==> src/rtl/cpu_pkg.sv <==
// Shared CPU widths and the issue-slot bundle handed from reg_manager to the ALU.
package cpu_pkg;

  localparam int unsigned xlen       = 32;
  localparam int unsigned unit_w     = 2;
  localparam int unsigned sub_unit_w = 3;
  localparam int unsigned sel_w      = 6;
  localparam int unsigned reg_addr_w = 5;

  typedef enum logic {
    EMPTY,
    FULL
  } slot_state_t;

  typedef struct packed {
    logic [unit_w-1:0]     unit;
    logic [sub_unit_w-1:0] sub_unit;
    logic [sel_w-1:0]      sel;
    logic [reg_addr_w-1:0] rd;
    logic                  imm;
    logic [xlen-1:0]       immediate;
    logic [xlen-1:0]       rs1;
    logic [xlen-1:0]       rs2;
  } issue_t;

endpackage

==> src/rtl/reg_scoreboard.sv <==
// Busy-bit scoreboard: one pending-write flag per register, set on issue, cleared on writeback.
module reg_scoreboard
  import cpu_pkg::*;
#(
  parameter int unsigned NUM_REGS = 32
) (
  input  logic                  clk,
  input  logic                  rst_n,
  input  logic                  i_set,
  input  logic [reg_addr_w-1:0] i_set_rd,
  input  logic                  i_clr,
  input  logic [reg_addr_w-1:0] i_clr_rd,
  input  logic [NUM_REGS-1:0]   i_mask,
  input  logic [reg_addr_w-1:0] i_rs1,
  input  logic [reg_addr_w-1:0] i_rs2,
  input  logic [reg_addr_w-1:0] i_rd,
  input  logic                  i_use_rs1,
  input  logic                  i_use_rs2,
  input  logic                  i_rd_we,
  output logic                  o_hazard
);

  logic [NUM_REGS-1:0] r_busy;
  logic [NUM_REGS-1:0] w_set_mask;
  logic [NUM_REGS-1:0] w_clr_mask;
  logic [NUM_REGS-1:0] w_busy_eff;

  always_comb begin
    w_set_mask = '0;
    w_clr_mask = '0;
    if (i_set) w_set_mask[i_set_rd] = 1'b1;
    if (i_clr) w_clr_mask[i_clr_rd] = 1'b1;
  end

  // Set is applied after clear so a same-cycle issue keeps the register pending; x0 never tracked.
  always_ff @(posedge clk or negedge rst_n) begin
    if (!rst_n) r_busy <= '0;
    else        r_busy <= ((r_busy & ~w_clr_mask) | w_set_mask) & ~NUM_REGS'(1);
  end

  assign w_busy_eff = r_busy & ~i_mask;

  assign o_hazard = (i_use_rs1 & w_busy_eff[i_rs1])
                  | (i_use_rs2 & w_busy_eff[i_rs2])
                  | (i_rd_we   & w_busy_eff[i_rd]);

endmodule

==> src/rtl/reg_manager.sv <==
// Register manager / issue stage: regfile, scoreboard hazard stall, single registered issue slot.
// Optional REG_MANAGER_WB_BYPASS_EN forwards same-cycle writeback into hazard check and operand read.
module reg_manager
  import cpu_pkg::*;
#(
  parameter int unsigned XLEN     = xlen,
  parameter int unsigned NUM_REGS = 32
) (
  input  logic                  clk,
  input  logic                  rst_n,
  input  logic                  dec_valid_i,
  output logic                  dec_ready_o,
  input  logic [unit_w-1:0]     dec_unit_i,
  input  logic [sub_unit_w-1:0] dec_sub_unit_i,
  input  logic [sel_w-1:0]      dec_sel_i,
  input  logic [reg_addr_w-1:0] dec_rs1_i,
  input  logic [reg_addr_w-1:0] dec_rs2_i,
  input  logic [reg_addr_w-1:0] dec_rd_i,
  input  logic                  dec_use_rs1_i,
  input  logic                  dec_use_rs2_i,
  input  logic                  dec_rd_we_i,
  input  logic [XLEN-1:0]       dec_immediate_i,
  input  logic                  dec_imm_i,
  output logic                  iss_valid_o,
  output logic [unit_w-1:0]     unit_o,
  output logic [sub_unit_w-1:0] sub_unit_o,
  output logic [sel_w-1:0]      sel_o,
  output logic [reg_addr_w-1:0] rd_o,
  output logic                  imm_o,
  output logic [XLEN-1:0]       rs1_o,
  output logic [XLEN-1:0]       rs2_o,
  output logic [XLEN-1:0]       immediate_o,
  input  logic                  alu_ok_i,
  input  logic                  wb_valid_i,
  input  logic [reg_addr_w-1:0] wb_rd_i,
  input  logic [XLEN-1:0]       wb_data_i
);

  logic [XLEN-1:0]     r_regs [NUM_REGS];
  slot_state_t         r_state;
  slot_state_t         w_state_nxt;
  issue_t              r_slot;
  issue_t              w_slot_nxt;
  logic                w_hazard;
  logic                w_accept;
  logic                w_byp_rs1;
  logic                w_byp_rs2;
  logic [NUM_REGS-1:0] w_byp_mask;
  logic [XLEN-1:0]     w_rs1_val;
  logic [XLEN-1:0]     w_rs2_val;

`ifdef REG_MANAGER_WB_BYPASS_EN
  always_comb begin
    w_byp_mask = '0;
    if (wb_valid_i) w_byp_mask[wb_rd_i] = 1'b1;
  end
  assign w_byp_rs1 = wb_valid_i && (wb_rd_i == dec_rs1_i);
  assign w_byp_rs2 = wb_valid_i && (wb_rd_i == dec_rs2_i);
`else
  assign w_byp_mask = '0;
  assign w_byp_rs1  = 1'b0;
  assign w_byp_rs2  = 1'b0;
`endif

  reg_scoreboard #(
    .NUM_REGS(NUM_REGS)
  ) u_sb (
    .clk      (clk),
    .rst_n    (rst_n),
    .i_set    (w_accept && dec_rd_we_i),
    .i_set_rd (dec_rd_i),
    .i_clr    (wb_valid_i),
    .i_clr_rd (wb_rd_i),
    .i_mask   (w_byp_mask),
    .i_rs1    (dec_rs1_i),
    .i_rs2    (dec_rs2_i),
    .i_rd     (dec_rd_i),
    .i_use_rs1(dec_use_rs1_i),
    .i_use_rs2(dec_use_rs2_i),
    .i_rd_we  (dec_rd_we_i),
    .o_hazard (w_hazard)
  );

  always_ff @(posedge clk or negedge rst_n) begin
    if (!rst_n) begin
      for (int unsigned i = 0; i < NUM_REGS; i++) r_regs[i] <= '0;
    end else if (wb_valid_i && (wb_rd_i != '0)) begin
      r_regs[wb_rd_i] <= wb_data_i;
    end
  end

  always_comb begin
    w_rs1_val = '0;
    w_rs2_val = '0;
    if (dec_use_rs1_i && (dec_rs1_i != '0)) w_rs1_val = w_byp_rs1 ? wb_data_i : r_regs[dec_rs1_i];
    if (dec_use_rs2_i && (dec_rs2_i != '0)) w_rs2_val = w_byp_rs2 ? wb_data_i : r_regs[dec_rs2_i];
  end

  always_ff @(posedge clk or negedge rst_n) begin
    if (!rst_n) r_state <= EMPTY;
    else        r_state <= w_state_nxt;
  end

  always_comb begin
    w_state_nxt = r_state;
    case (r_state)
      EMPTY: if (w_accept) w_state_nxt = FULL;
      FULL:  if (!w_accept && alu_ok_i) w_state_nxt = EMPTY;
    endcase
  end

  always_comb begin
    iss_valid_o = (r_state == FULL);
    dec_ready_o = !w_hazard && ((r_state == EMPTY) || alu_ok_i);
  end

  assign w_accept = dec_valid_i && dec_ready_o;

  always_comb begin
    w_slot_nxt           = '0;
    w_slot_nxt.unit      = dec_unit_i;
    w_slot_nxt.sub_unit  = dec_sub_unit_i;
    w_slot_nxt.sel       = dec_sel_i;
    w_slot_nxt.rd        = dec_rd_i;
    w_slot_nxt.imm       = dec_imm_i;
    w_slot_nxt.immediate = dec_immediate_i;
    w_slot_nxt.rs1       = w_rs1_val;
    w_slot_nxt.rs2       = w_rs2_val;
  end

  // Slot contents only change on accept, so a stalled ALU sees stable operands.
  always_ff @(posedge clk or negedge rst_n) begin
    if (!rst_n)        r_slot <= '0;
    else if (w_accept) r_slot <= w_slot_nxt;
  end

  assign unit_o      = r_slot.unit;
  assign sub_unit_o  = r_slot.sub_unit;
  assign sel_o       = r_slot.sel;
  assign rd_o        = r_slot.rd;
  assign imm_o       = r_slot.imm;
  assign immediate_o = r_slot.immediate;
  assign rs1_o       = r_slot.rs1;
  assign rs2_o       = r_slot.rs2;

endmodule

==> config.mk <==
export PLATFORM = sky130hd
export DESIGN_NAME = reg_manager
export DESIGN_NICKNAME = d
export VERILOG_FILES = /design/src/rtl/cpu_pkg.sv /design/src/rtl/reg_scoreboard.sv /design/src/rtl/reg_manager.sv
export SDC_FILE = /design/constraint.sdc
export NUM_CORES = 2
export LEC_CHECK = 0
export ABC_AREA = 0
export BUFFER_PORTS_ARGS = -buffer_cell sky130_fd_sc_hd__buf_2
export CAP_MARGIN = 20
export CELL_PAD_IN_SITES_DETAIL_PLACEMENT = 0
export CELL_PAD_IN_SITES_GLOBAL_PLACEMENT = 2
export CORE_ASPECT_RATIO = 1.25
export CORE_UTILIZATION = 49
export DETAILED_ROUTE_END_ITERATION = 12
export GPL_TIMING_DRIVEN = 1
export PLACE_DENSITY_LB_ADDON = 0.1
export SKIP_CTS_REPAIR_TIMING = 1
export SYNTH_ARGS = -nofsm -noshare
export SYNTH_HDL_FRONTEND = slang
export SYNTH_HIERARCHICAL = 1
export SYNTH_SLANG_ARGS = --single-unit
==> constraint.sdc <==
create_clock -name clk -period 9.95 [get_ports clk]
set_input_delay 0.4975 -clock clk [delete_from_list [all_inputs] [get_ports clk]]
set_output_delay 0.4975 -clock clk [all_outputs]
set_load 0.05 [all_outputs]
==> results.yml <==
yosys:
  yosysUniqueCellTypes: 61
  yosys.area.top_type_share_pct: 47.8
  syn_area_um2: 61200
  avgSynthCellArea_um2: 14.2
  ys_seq_area_share_pct: 47.8
  synth_edf_count: 0
  async_flop_share_pct: 100
  ys_ff_latch: 1169
  yosysWarningCount: 6
  synth_area_leaders: "dfrtp_1 48%, mux2_2 20%, mux4_2 16%, mux2i_1 3.1%, nand2_1 1.5%"
  synth_ff_type: "dfrtp_1"
  syn_inst: 4322
  synth_top_area_cell: "dfrtp_1"
clock_tree:
  cts_tree: "done"
  cts-htree-levels: 4
  cts_buffers: 132
  root_buffer: "clkbuf_16"
  worstSkewPairLatency_ns: 0.77
  clock_sinks: 1169
  path_clk_slew_ns: 0.06
  cts.path.max_buffers: 3
timing:
  fmax_mhz: 197
  min_period_over_period_pct: 51.1
  period_minus_slack_ns: 5.08
  skew_ns: 0.0305
  drv_slew: 0
  slew_headroom_pct: 22.0
  fin_tns_setup_ns: 0
  hold_viol: 0
  finalSetupViolCount: 0
  tightest_slew_ns: 1.17
  rsz0062_at_grt: "false"
die:
  start_util_pct: 49.5
  core_um2: 124000
  fp.dieArea_um2: 126000
  die_w_um: 318
  io_pins: 219
  row_count: 144
  die_h_um: 397
finish:
  layout.nets: 4486
  layout-drive-gt1-share_pct: 47.2
  final_area_um2: 68300
  syn_to_final_growth_pct: 11.6
  fillers: 10200
routing:
  post-route-drc-count: 0
  vias: 40300
  antenna_left: 0
  drt_iter0_drc: 3514
  routed_via_density: 6.62
  wl_per_cell_um: 33.6
  drt-pass1-iter-count: 5
  finalWirelength_um: 204000
run_status:
  run_status: "completed"
worst_setup_path:
  endpoint_kind: "register"
  cp.required_ns: 10.61
  path_max_fanout: 74
  start_kind: "input pin"
  crit_type: "in2reg"
  worst_ep_arrival_time_ns: 5.74
grt:
  grt_max_degree: 142
  grt_pass1_vias: 40800
  antenna_found_initial: 16
  track_usage_pct: 32.7
  grt_pass1_wl_um: 297000
  overflow: 0
power:
  p_leak_nw: 30.0
  ir_drop_uv: 185
  powerDensity_nw_per_um2: 209
placement:
  place_hpwl_um: 113000
  placedInstanceArea_um2: 63400
  gp_congestion: 0.831
  portBuffers: 218
run:
  maxCapViolCount: 0
hold_path:
  min_path_type: "in2reg"
==> per-layer routing <==
layer	GRT usage [%]	share of wire [%]	up-vias
met2	52.3	48	1516
li1	-	-	16600
met3	5.79	6.4	356
met1	45.2	43	21900
met5	0	0.023	-
met4	11.1	3.4	6
==> cells by family (layout without fill, tap and decap cells) <==
group | after synthesis | in the layout | share of synthesized area [%]
DFF | 1169 | 1169 | 47.8
and+or+nand+nor | 463 | 463 | 3.70
AOI/OAI and AO/OA | 477 | 477 | 5.27
muxes | 1743 | 1743 | 39.7
buffers and inverters | 469 | 586 | 3.51
other | 1 | 44 | 0.00613
==> area by class of cell <==
| type | count | area (um2) | share of cell area, % |
|---|---|---|---|
| multi-input combinational | 2722 | 30200 | 44.3 |
| sequential | 1169 | 29300 | 42.8 |
| clock buffer | 203 | 4070 | 5.96 |
| timing repair buffer | 348 | 2380 | 3.48 |
| tap | 1606 | 2010 | 2.94 |
| clock inverter | 26 | 318 | 0.465 |
| inverter | 9 | 35.0 | 0.0513 |
| antenna | 5 | 12.5 | 0.0183 |
==> critical path, stage by stage <==
cell       delay, ns
buf_8           0.48
buf_4           0.71
inv_2           0.23
mux4_2          0.49
nand3b_1        0.10
o2111ai_1       0.12
o31a_1          0.13
nand4_1         0.08
nand2b_1        0.12
buf_4           0.41
or2_4           0.85
buf_4           0.83
a221oi_1        0.22
a221oi_1        0.30
==> where the power goes <==
group	internal [mW]	total, mW	switching (mW)
registers	5.64	6.28	0.637
logic	1.58	2.99	1.41
clock network	2.98	5.00	2.01
==> cells in the mapped netlist, types with 14 or more instances <==
cell type	instances
nand3_1	20
nor2b_1	32
a22o_1	17
buf_4	40
o211ai_1	14
nor3_1	21
nand2_1	240
nand2b_1	45
o22ai_1	63
mux4_2	433
o21ai_0	109
mux2i_1	188
o221ai_1	30
a211oi_1	49
a221oi_1	78
mux2_2	1114
clkbuf_1	235
buf_1	65
a21oi_1	60
dfrtp_1	1169
nor2_1	37
buf_2	107
o21ai_1	16
==> flip-flops by register name, summed over array words and instances (netlist names) <==
register	flops
unit_o	2
iss_valid_o	1
rs1_o	32
rs2_o	32
imm_o	1
sel_o	6
immediate_o	32
sub_unit_o	3
u_sb/r_busy	31
rd_o	5
r_regs	1024
==> final timing paths <==
path	from	end	slack (ns)	cells past startpoint
min reg2reg	r_regs[1022]	r_regs[1022]	0.40	0
max	dec_rs1_i[0]	rs1_o[15]	4.87	14
max reg2reg	u_sb/r_busy[29]	rs1_o[15]	5.26	12
min in group asynchronous	rst_n	r_regs[34]	0.29	2
max in group asynchronous	rst_n	r_regs[519]	7.26	4
min	dec_rd_i[4]	rd_o[4]	0.10	3
==> stage by stage <==
step	hold WS [ns]	worst slack, ns	util (%)	power (mW)	std cells
final	0.102	4.87	55.3	14.3	6088
after global routing	0.115	4.53	55.3	14.9	6087
after CTS	-0.240	4.92	54.8	14.3	6035
after detailed placement	0.384	4.10	51.3	9.32	5806
after global placement	0.378	4.11	51.2	9.22	5804
after floorplan	0.202	6.52	-	8.41	4360
==> placed cells by master (no fill, tap or decap), types with 21 or more instances in the layout <==
master / netlist / routed
dfrtp_1: 1169 / 1169
buf_2: 107 / 209
a211oi_1: 49 / 49
mux2i_1: 188 / 188
clkbuf_16: 0 / 141
conb_1: 1 / 39
a221oi_1: 78 / 78
clkbuf_1: 235 / 31
nand2_1: 240 / 227
o22ai_1: 63 / 63
a21oi_1: 60 / 60
nand2b_1: 45 / 44
mux4_2: 433 / 433
o21ai_0: 109 / 109
o221ai_1: 30 / 30
nor2b_1: 32 / 26
nor3_1: 21 / 21
mux2_2: 1114 / 1114
nor2_1: 37 / 23
clkbuf_8: 1 / 32
buf_4: 40 / 81
dlygate4sd3_1: 0 / 45
(Power assumes the default switching activity.)
